## config.mk

```make
export PLATFORM = sky130hd
export DESIGN_NAME = multicycle_ctrl
export DESIGN_NICKNAME = d
export VERILOG_FILES = /design/src/rtl/ctrl_pkg.sv /design/src/rtl/instr_class_dec.sv /design/src/rtl/multicycle_ctrl.sv
export SDC_FILE = /design/constraint.sdc
export NUM_CORES = 1
export LEC_CHECK = 0
export BUFFER_PORTS_ARGS = -buffer_cell sky130_fd_sc_hd__buf_2
export CAP_MARGIN = 25
export CELL_PAD_IN_SITES_DETAIL_PLACEMENT = 1
export CELL_PAD_IN_SITES_GLOBAL_PLACEMENT = 2
export CORE_ASPECT_RATIO = 1.75
export CORE_MARGIN = 2
export CORE_UTILIZATION = 30
export DETAILED_ROUTE_END_ITERATION = 10
export MAX_ROUTING_LAYER = met4
export PLACE_DENSITY = 0.82
export SLEW_MARGIN = 20
export SYNTH_ARGS = -nofsm -noshare
export SYNTH_HDL_FRONTEND = slang
export SYNTH_SLANG_ARGS = --single-unit
```

## constraint.sdc

```tcl
create_clock -name clk -period 5.04 [get_ports clk]
set_clock_uncertainty 0.2 [all_clocks]
set_input_delay 1.512 -clock clk [delete_from_list [all_inputs] [get_ports clk]]
set_output_delay 1.512 -clock clk [all_outputs]
set_load 0.02 [all_outputs]
```

## src/rtl/ctrl_pkg.sv

```systemverilog
// Shared definitions for the multicycle controller, ALU and datapath:
// state and class encodings, opcode/func constants, ALU and PC-source codes.
package ctrl_pkg;

    typedef enum logic [2:0] {
        ST_FETCH  = 3'd0,
        ST_DECODE = 3'd1,
        ST_EXEC   = 3'd2,
        ST_MEM    = 3'd3,
        ST_WB     = 3'd4,
        ST_ERROR  = 3'd5
    } state_e;

    typedef enum logic [2:0] {
        CL_ILLEGAL = 3'd0,
        CL_RTYPE   = 3'd1,
        CL_ADDI    = 3'd2,
        CL_LW      = 3'd3,
        CL_SW      = 3'd4,
        CL_BEQ     = 3'd5,
        CL_J       = 3'd6
    } class_e;

    typedef enum logic [2:0] {
        ALU_ADD = 3'd0,
        ALU_SUB = 3'd1,
        ALU_AND = 3'd2,
        ALU_OR  = 3'd3,
        ALU_SLT = 3'd4
    } alu_op_e;

    typedef enum logic [1:0] {
        PC_SRC_SEQ    = 2'd0,
        PC_SRC_BRANCH = 2'd1,
        PC_SRC_JUMP   = 2'd2
    } pc_src_e;

    localparam logic [5:0] OPC_RTYPE = 6'h00;
    localparam logic [5:0] OPC_ADDI  = 6'h08;
    localparam logic [5:0] OPC_LW    = 6'h23;
    localparam logic [5:0] OPC_SW    = 6'h2B;
    localparam logic [5:0] OPC_BEQ   = 6'h04;
    localparam logic [5:0] OPC_J     = 6'h02;

    localparam logic [5:0] FUNC_ADD = 6'h20;
    localparam logic [5:0] FUNC_SUB = 6'h22;
    localparam logic [5:0] FUNC_AND = 6'h24;
    localparam logic [5:0] FUNC_OR  = 6'h25;
    localparam logic [5:0] FUNC_SLT = 6'h2A;

    function automatic logic is_mem_class(input class_e c);
        return (c == CL_LW) || (c == CL_SW);
    endfunction

endpackage

```

## src/rtl/instr_class_dec.sv

```systemverilog
// Combinational instruction classifier: maps opc/func to an instruction class
// and, for R-type, the ALU operation selected by func.
module instr_class_dec
    import ctrl_pkg::*;
(
    input  logic [5:0] opc,
    input  logic [5:0] func,
    output class_e     cls,
    output alu_op_e    r_op,
    output logic       illegal
);

    // Opcode table; unknown opcodes and unknown R-type funcs are illegal
    always_comb begin
        cls  = CL_ILLEGAL;
        r_op = ALU_ADD;
        case (opc)
            OPC_RTYPE: begin
                case (func)
                    FUNC_ADD: begin cls = CL_RTYPE; r_op = ALU_ADD; end
                    FUNC_SUB: begin cls = CL_RTYPE; r_op = ALU_SUB; end
                    FUNC_AND: begin cls = CL_RTYPE; r_op = ALU_AND; end
                    FUNC_OR:  begin cls = CL_RTYPE; r_op = ALU_OR;  end
                    FUNC_SLT: begin cls = CL_RTYPE; r_op = ALU_SLT; end
                    default:  begin cls = CL_ILLEGAL; r_op = ALU_ADD; end
                endcase
            end
            OPC_ADDI: cls = CL_ADDI;
            OPC_LW:   cls = CL_LW;
            OPC_SW:   cls = CL_SW;
            OPC_BEQ:  cls = CL_BEQ;
            OPC_J:    cls = CL_J;
            default:  cls = CL_ILLEGAL;
        endcase
    end

    assign illegal = (cls == CL_ILLEGAL);

endmodule

```

## src/rtl/multicycle_ctrl.sv

```systemverilog
// Multicycle CPU control FSM: FETCH/DECODE/EXEC/MEM/WB with a memory wait
// watchdog that parks the block in ERROR until reset.
module multicycle_ctrl
    import ctrl_pkg::*;
#(
    parameter int MAX_WAIT = 15
) (
    input  logic       clk,
    input  logic       rst_n,
    input  logic [5:0] opc,
    input  logic [5:0] func,
    input  logic       alu_zero,
    input  logic       mem_ready,
    output logic       pc_we,
    output logic       ir_we,
    output logic       reg_we,
    output logic       mem_req,
    output logic       mem_we,
    output logic       iord,
    output logic       alu_src_b,
    output logic       reg_dst,
    output logic       mem_to_reg,
    output logic [2:0] alu_op,
    output logic [1:0] pc_src,
    output logic [2:0] state,
    output logic       illegal,
    output logic       err
);

    localparam int CW = $clog2(MAX_WAIT + 1);
    localparam logic [CW-1:0] WAIT_ONE  = CW'(1);
    localparam logic [CW-1:0] WAIT_LAST = CW'(MAX_WAIT - 1);

    state_e        state_q, state_d;
    class_e        class_q, class_d;
    alu_op_e       rop_q, rop_d;
    logic [CW-1:0] wait_q, wait_d;
    logic          run_q, run_d;

    class_e        dec_cls_s;
    alu_op_e       dec_rop_s;
    logic          dec_illegal_s;
    logic          wait_timeout_s;

    instr_class_dec u_dec (
        .opc     (opc),
        .func    (func),
        .cls     (dec_cls_s),
        .r_op    (dec_rop_s),
        .illegal (dec_illegal_s)
    );

    // The limit is hit on the cycle the counter would reach MAX_WAIT; a
    // same-cycle mem_ready wins because the ready branches are tested first.
    assign wait_timeout_s = mem_req && !mem_ready && (wait_q == WAIT_LAST);

    // Next-state, class latch and wait counter
    always_comb begin
        state_d = state_q;
        class_d = class_q;
        rop_d   = rop_q;
        run_d   = 1'b1;
        case (state_q)
            ST_FETCH: begin
                if (run_q && mem_ready) begin
                    state_d = ST_DECODE;
                end else if (wait_timeout_s) begin
                    state_d = ST_ERROR;
                end else begin
                    state_d = ST_FETCH;
                end
            end
            ST_DECODE: begin
                class_d = dec_cls_s;
                rop_d   = dec_rop_s;
                if (dec_illegal_s) begin
                    state_d = ST_FETCH;
                end else begin
                    state_d = ST_EXEC;
                end
            end
            ST_EXEC: begin
                if (is_mem_class(class_q)) begin
                    state_d = ST_MEM;
                end else if ((class_q == CL_RTYPE) || (class_q == CL_ADDI)) begin
                    state_d = ST_WB;
                end else begin
                    state_d = ST_FETCH;
                end
            end
            ST_MEM: begin
                if (mem_ready) begin
                    state_d = (class_q == CL_LW) ? ST_WB : ST_FETCH;
                end else if (wait_timeout_s) begin
                    state_d = ST_ERROR;
                end else begin
                    state_d = ST_MEM;
                end
            end
            ST_WB:    state_d = ST_FETCH;
            ST_ERROR: state_d = ST_ERROR;
            default:  state_d = ST_ERROR;
        endcase

        if (state_d != state_q) begin
            wait_d = {CW{1'b0}};
        end else if (mem_req && !mem_ready) begin
            wait_d = wait_q + WAIT_ONE;
        end else begin
            wait_d = wait_q;
        end
    end

    // run_q holds the outputs quiet for the first clock after reset release
    always_ff @(posedge clk or negedge rst_n) begin
        if (!rst_n) begin
            state_q <= ST_FETCH;
            class_q <= CL_ILLEGAL;
            rop_q   <= ALU_ADD;
            wait_q  <= {CW{1'b0}};
            run_q   <= 1'b0;
        end else begin
            state_q <= state_d;
            class_q <= class_d;
            rop_q   <= rop_d;
            wait_q  <= wait_d;
            run_q   <= run_d;
        end
    end

    assign state = state_q;

    // Output decode from state and latched class; FETCH and BEQ terms are Mealy
    always_comb begin
        pc_we      = 1'b0;
        ir_we      = 1'b0;
        reg_we     = 1'b0;
        mem_req    = 1'b0;
        mem_we     = 1'b0;
        iord       = 1'b0;
        alu_src_b  = 1'b0;
        reg_dst    = 1'b0;
        mem_to_reg = 1'b0;
        alu_op     = ALU_ADD;
        pc_src     = PC_SRC_SEQ;
        illegal    = 1'b0;
        err        = 1'b0;
        case (state_q)
            ST_FETCH: begin
                mem_req = run_q;
                ir_we   = run_q && mem_ready;
                pc_we   = run_q && mem_ready;
            end
            ST_DECODE: illegal = dec_illegal_s;
            ST_EXEC: begin
                case (class_q)
                    CL_RTYPE: alu_op = rop_q;
                    CL_ADDI, CL_LW, CL_SW: begin
                        alu_op    = ALU_ADD;
                        alu_src_b = 1'b1;
                    end
                    CL_BEQ: begin
                        alu_op = ALU_SUB;
                        pc_src = PC_SRC_BRANCH;
                        pc_we  = alu_zero;
                    end
                    CL_J: begin
                        pc_src = PC_SRC_JUMP;
                        pc_we  = 1'b1;
                    end
                    default: alu_op = ALU_ADD;
                endcase
            end
            ST_MEM: begin
                mem_req = 1'b1;
                iord    = 1'b1;
                mem_we  = (class_q == CL_SW);
            end
            ST_WB: begin
                reg_we     = 1'b1;
                reg_dst    = (class_q == CL_RTYPE);
                mem_to_reg = (class_q == CL_LW);
            end
            ST_ERROR: err = 1'b1;
            default:  err = 1'b1;
        endcase
    end

endmodule

```

==> impl_metrics.ini <==
[layout]
register_area_um2 = 350.3
final_core_util_pct = 38.73
area_delta_synth_final_pct = 23.91
layout-drive-gt1-share_pct = 28.75
nets = 179
nFillCells = 452
multi_input_area_um2 = 646.9
antenna_cells = 0

[grt]
gr-usage-met2_pct = 35.07
globalRouteTotalUtil_pct = 16.93
grt_util_met1_pct = 16.82
grt_pass1_vias = 1154
met3_usage_pct = 0.7194
grt_overflow_total = 0
grt_pass1_wl_mm = 5.175
grt_max_degree = 15
top_usage_layer = met2
antenna_found_initial = 0

[power_and_ir_drop]
p_leak_nw = 0.6540
powerDensity_nw_per_um2 = 186.1
p_comb_share_pct = 9.5
power.internal_mw = 0.1920
p_sw_mw = 0.05304
p_clk_share_pct = 44.1
switching_share_pct = 21.65
power_frac_seq_pct = 46.3
ir_drop_uv = 104.8

[setup_path]
r2r-start = state[0]
crit_start = opc[0]
rr_endpoint = wait_q[0]
reg2reg_depth = 5
startpoint_type = primary input
critPathArrivalTime_ps = 2780
cp_max_fo = 5
r2r_slack_ps = 2890
critical_path_class = in -> out
end_kind = output port
crit_end = illegal
required_ps = 3330

[clocking]
postCtsHoldBufs = 0
clk_path_buf_depth = 2
cts.sinks = 14
insertion_delay_ps = 240
cts-buffers-inserted = 3
cts_resized = 0
post_cts_buffers = 0
root_buffer = clkbuf_8
clk_pin_slew_ps = 60
cts-htree-levels = 1
cts_tree = done

[placed_design]
place_congestion = 0.7715
place_ws_ps = 555.6
hpwl_mm = 2.503
io_buffers = 34

[logic_synthesis]
synth_mux_area_share_pct = 2.945
synth_fa_ha_area_share_pct = 2.356
synth_edf_count = 0
synth_xor_xnor_area_share_pct = 4.947
avgSynthCellArea_um2 = 8.364
yosysSeqAreaShare_pct = 32.98
synth_common_cells = dfrtp_1 (14), nand2_1 (12), nor2_1 (12)
synth_area_leader_cell = dfrtp_1
synth_cell_types = 47
async_flop_share_pct = 100.0
syn_area_um2 = 1062
synth-compound-area-share_pct = 19.67
synth_area_leaders = dfrtp_1 (33%), nand2_1 (4.2%), nor2_1 (4.2%), inv_1 (3.5%), a21oi_1 (2.8%)
synth_top_family_by_area = simple AND/OR/NAND/NOR gates
syn_inst = 127
yosysMostFrequentCell = dfrtp_1
synth_top_cell_area_share_pct = 32.98
syn-num-nets = 145
synth-main-ff-cell = dfrtp_1
synthSimpleGateAreaFrac_pct = 30.62
ys_warn_count = 0
ys_ff_latch = 14

[die]
io_pins = 35
fp.dieW_um = 48.98
core_um2 = 3398
rows = 28
dieHeight_um = 82.72
dieArea_um2 = 4051
start_util_pct = 31.26

[timing]
rsz0062_at_grt = false
fin_ws_ps = 549.1
holdWs_ps = 295.7
fmaxAchievable_ghz = 0.2227
min_period_over_period_pct = 89.11
slew_viol_final = 0
tns_ps = 0
hold_viol_final = 0
period_minus_slack_ps = 4491
setup_viol_count_final = 0

[run]
cap_viol_max_count = 0

[route]
wirelength_mm = 2.967
ant_nets = 0
routedWlPerCell_um = 14.47
drc = 0
drt-initial-drc-count = 23
drt-pass1-iter-count = 3
vias = 1062
via_per_inst = 5.180

[outcome]
status = complete, no violations

[min_path]
hold_class = reg -> reg
-- power by group through the flow --
stage | sequential (mW) | combinational [mW] | clock (mW)
global placement | 0.115 | 0.0226 | 0
finish | 0.114 | 0.0233 | 0.108
global route | 0.114 | 0.0264 | 0.115
floorplan | 0.115 | 0.00960 | 0
CTS | 0.113 | 0.0237 | 0.113
detailed placement | 0.116 | 0.0236 | 0
-- state kept, by name, summed over array words and instances, names as in the netlist --
| signal | cells |
|---|---|
| rop_q | 3 |
| run_q | 1 |
| wait_q | 4 |
| state | 3 |
| class_q | 3 |
-- worst min path at each step --
stage	startpoint	endpoint	slack, ps	cells past startpoint
floorplan	rop_q[1]	rop_q[1]	240	2
global placement	rop_q[1]	rop_q[1]	260	2
detailed placement	rop_q[0]	rop_q[0]	280	2
CTS	rop_q[0]	rop_q[0]	300	2
global route	rop_q[1]	rop_q[1]	340	2
finish	rop_q[0]	rop_q[0]	300	2
-- cell usage in the layout, fill, tap and decap left out, drive strengths merged, types with 3 or more instances in the layout --
master / Yosys / routed
nor3: 4 / 4
xnor2: 3 / 3
buf: 2 / 34
o21ai: 4 / 4
nand2b: 4 / 4
nand3: 4 / 4
nor2: 12 / 12
nand2: 13 / 13
inv: 10 / 10
clkbuf: 3 / 4
dfrtp: 14 / 14
nand3b: 3 / 3
xor2: 3 / 3
o41ai: 3 / 3
a21oi: 7 / 7
-- metrics by stage --
| step | cells | instance area (um^2) | power [mW] |
|---|---|---|---|
| floorplan | 127 | 1062 | 0.1251 |
| global placement | 201 | 1261 | 0.1381 |
| detailed placement | 201 | 1261 | 0.1391 |
| CTS | 205 | 1316 | 0.2501 |
| global route | 205 | 1316 | 0.2550 |
| finish | 205 | 1316 | 0.2450 |
-- routing by layer --
metal  routed length [um]  part of all wire (%)
met5                    0                     0
met1                 1161                    39
met2                 1686                    57
met3                   78                   2.6
met4                   40                   1.3
-- final cells by class --
cell class,instances,area share (%)
clock buffer,4,4.183
inverter,10,2.852
multi-input combinational,98,49.14
sequential,14,26.62
tap,45,4.278
timing repair buffer,34,12.93
-- logic make-up after synthesis --
| kind of cell | count (synthesis) |
|---|---|
| AND/OR/NAND/NOR | 59 |
| AO/OA/AOI/OAI | 27 |
| buffers and inverters | 15 |
| flip-flops | 14 |
| XOR/XNOR | 6 |
| multiplexers | 3 |
| adder cells (fa/ha/maj) | 2 |
| other | 1 |
-- worst max-delay path, stage by stage --
cell	delay [ps]
buf_2	130
nor4b_1	410
o21bai_1	180
a2bb2oi_1	100
o311a_1	140
nor2b_1	130
buf_2	170
No activity file was read; power rests on OpenSTA's default activity.
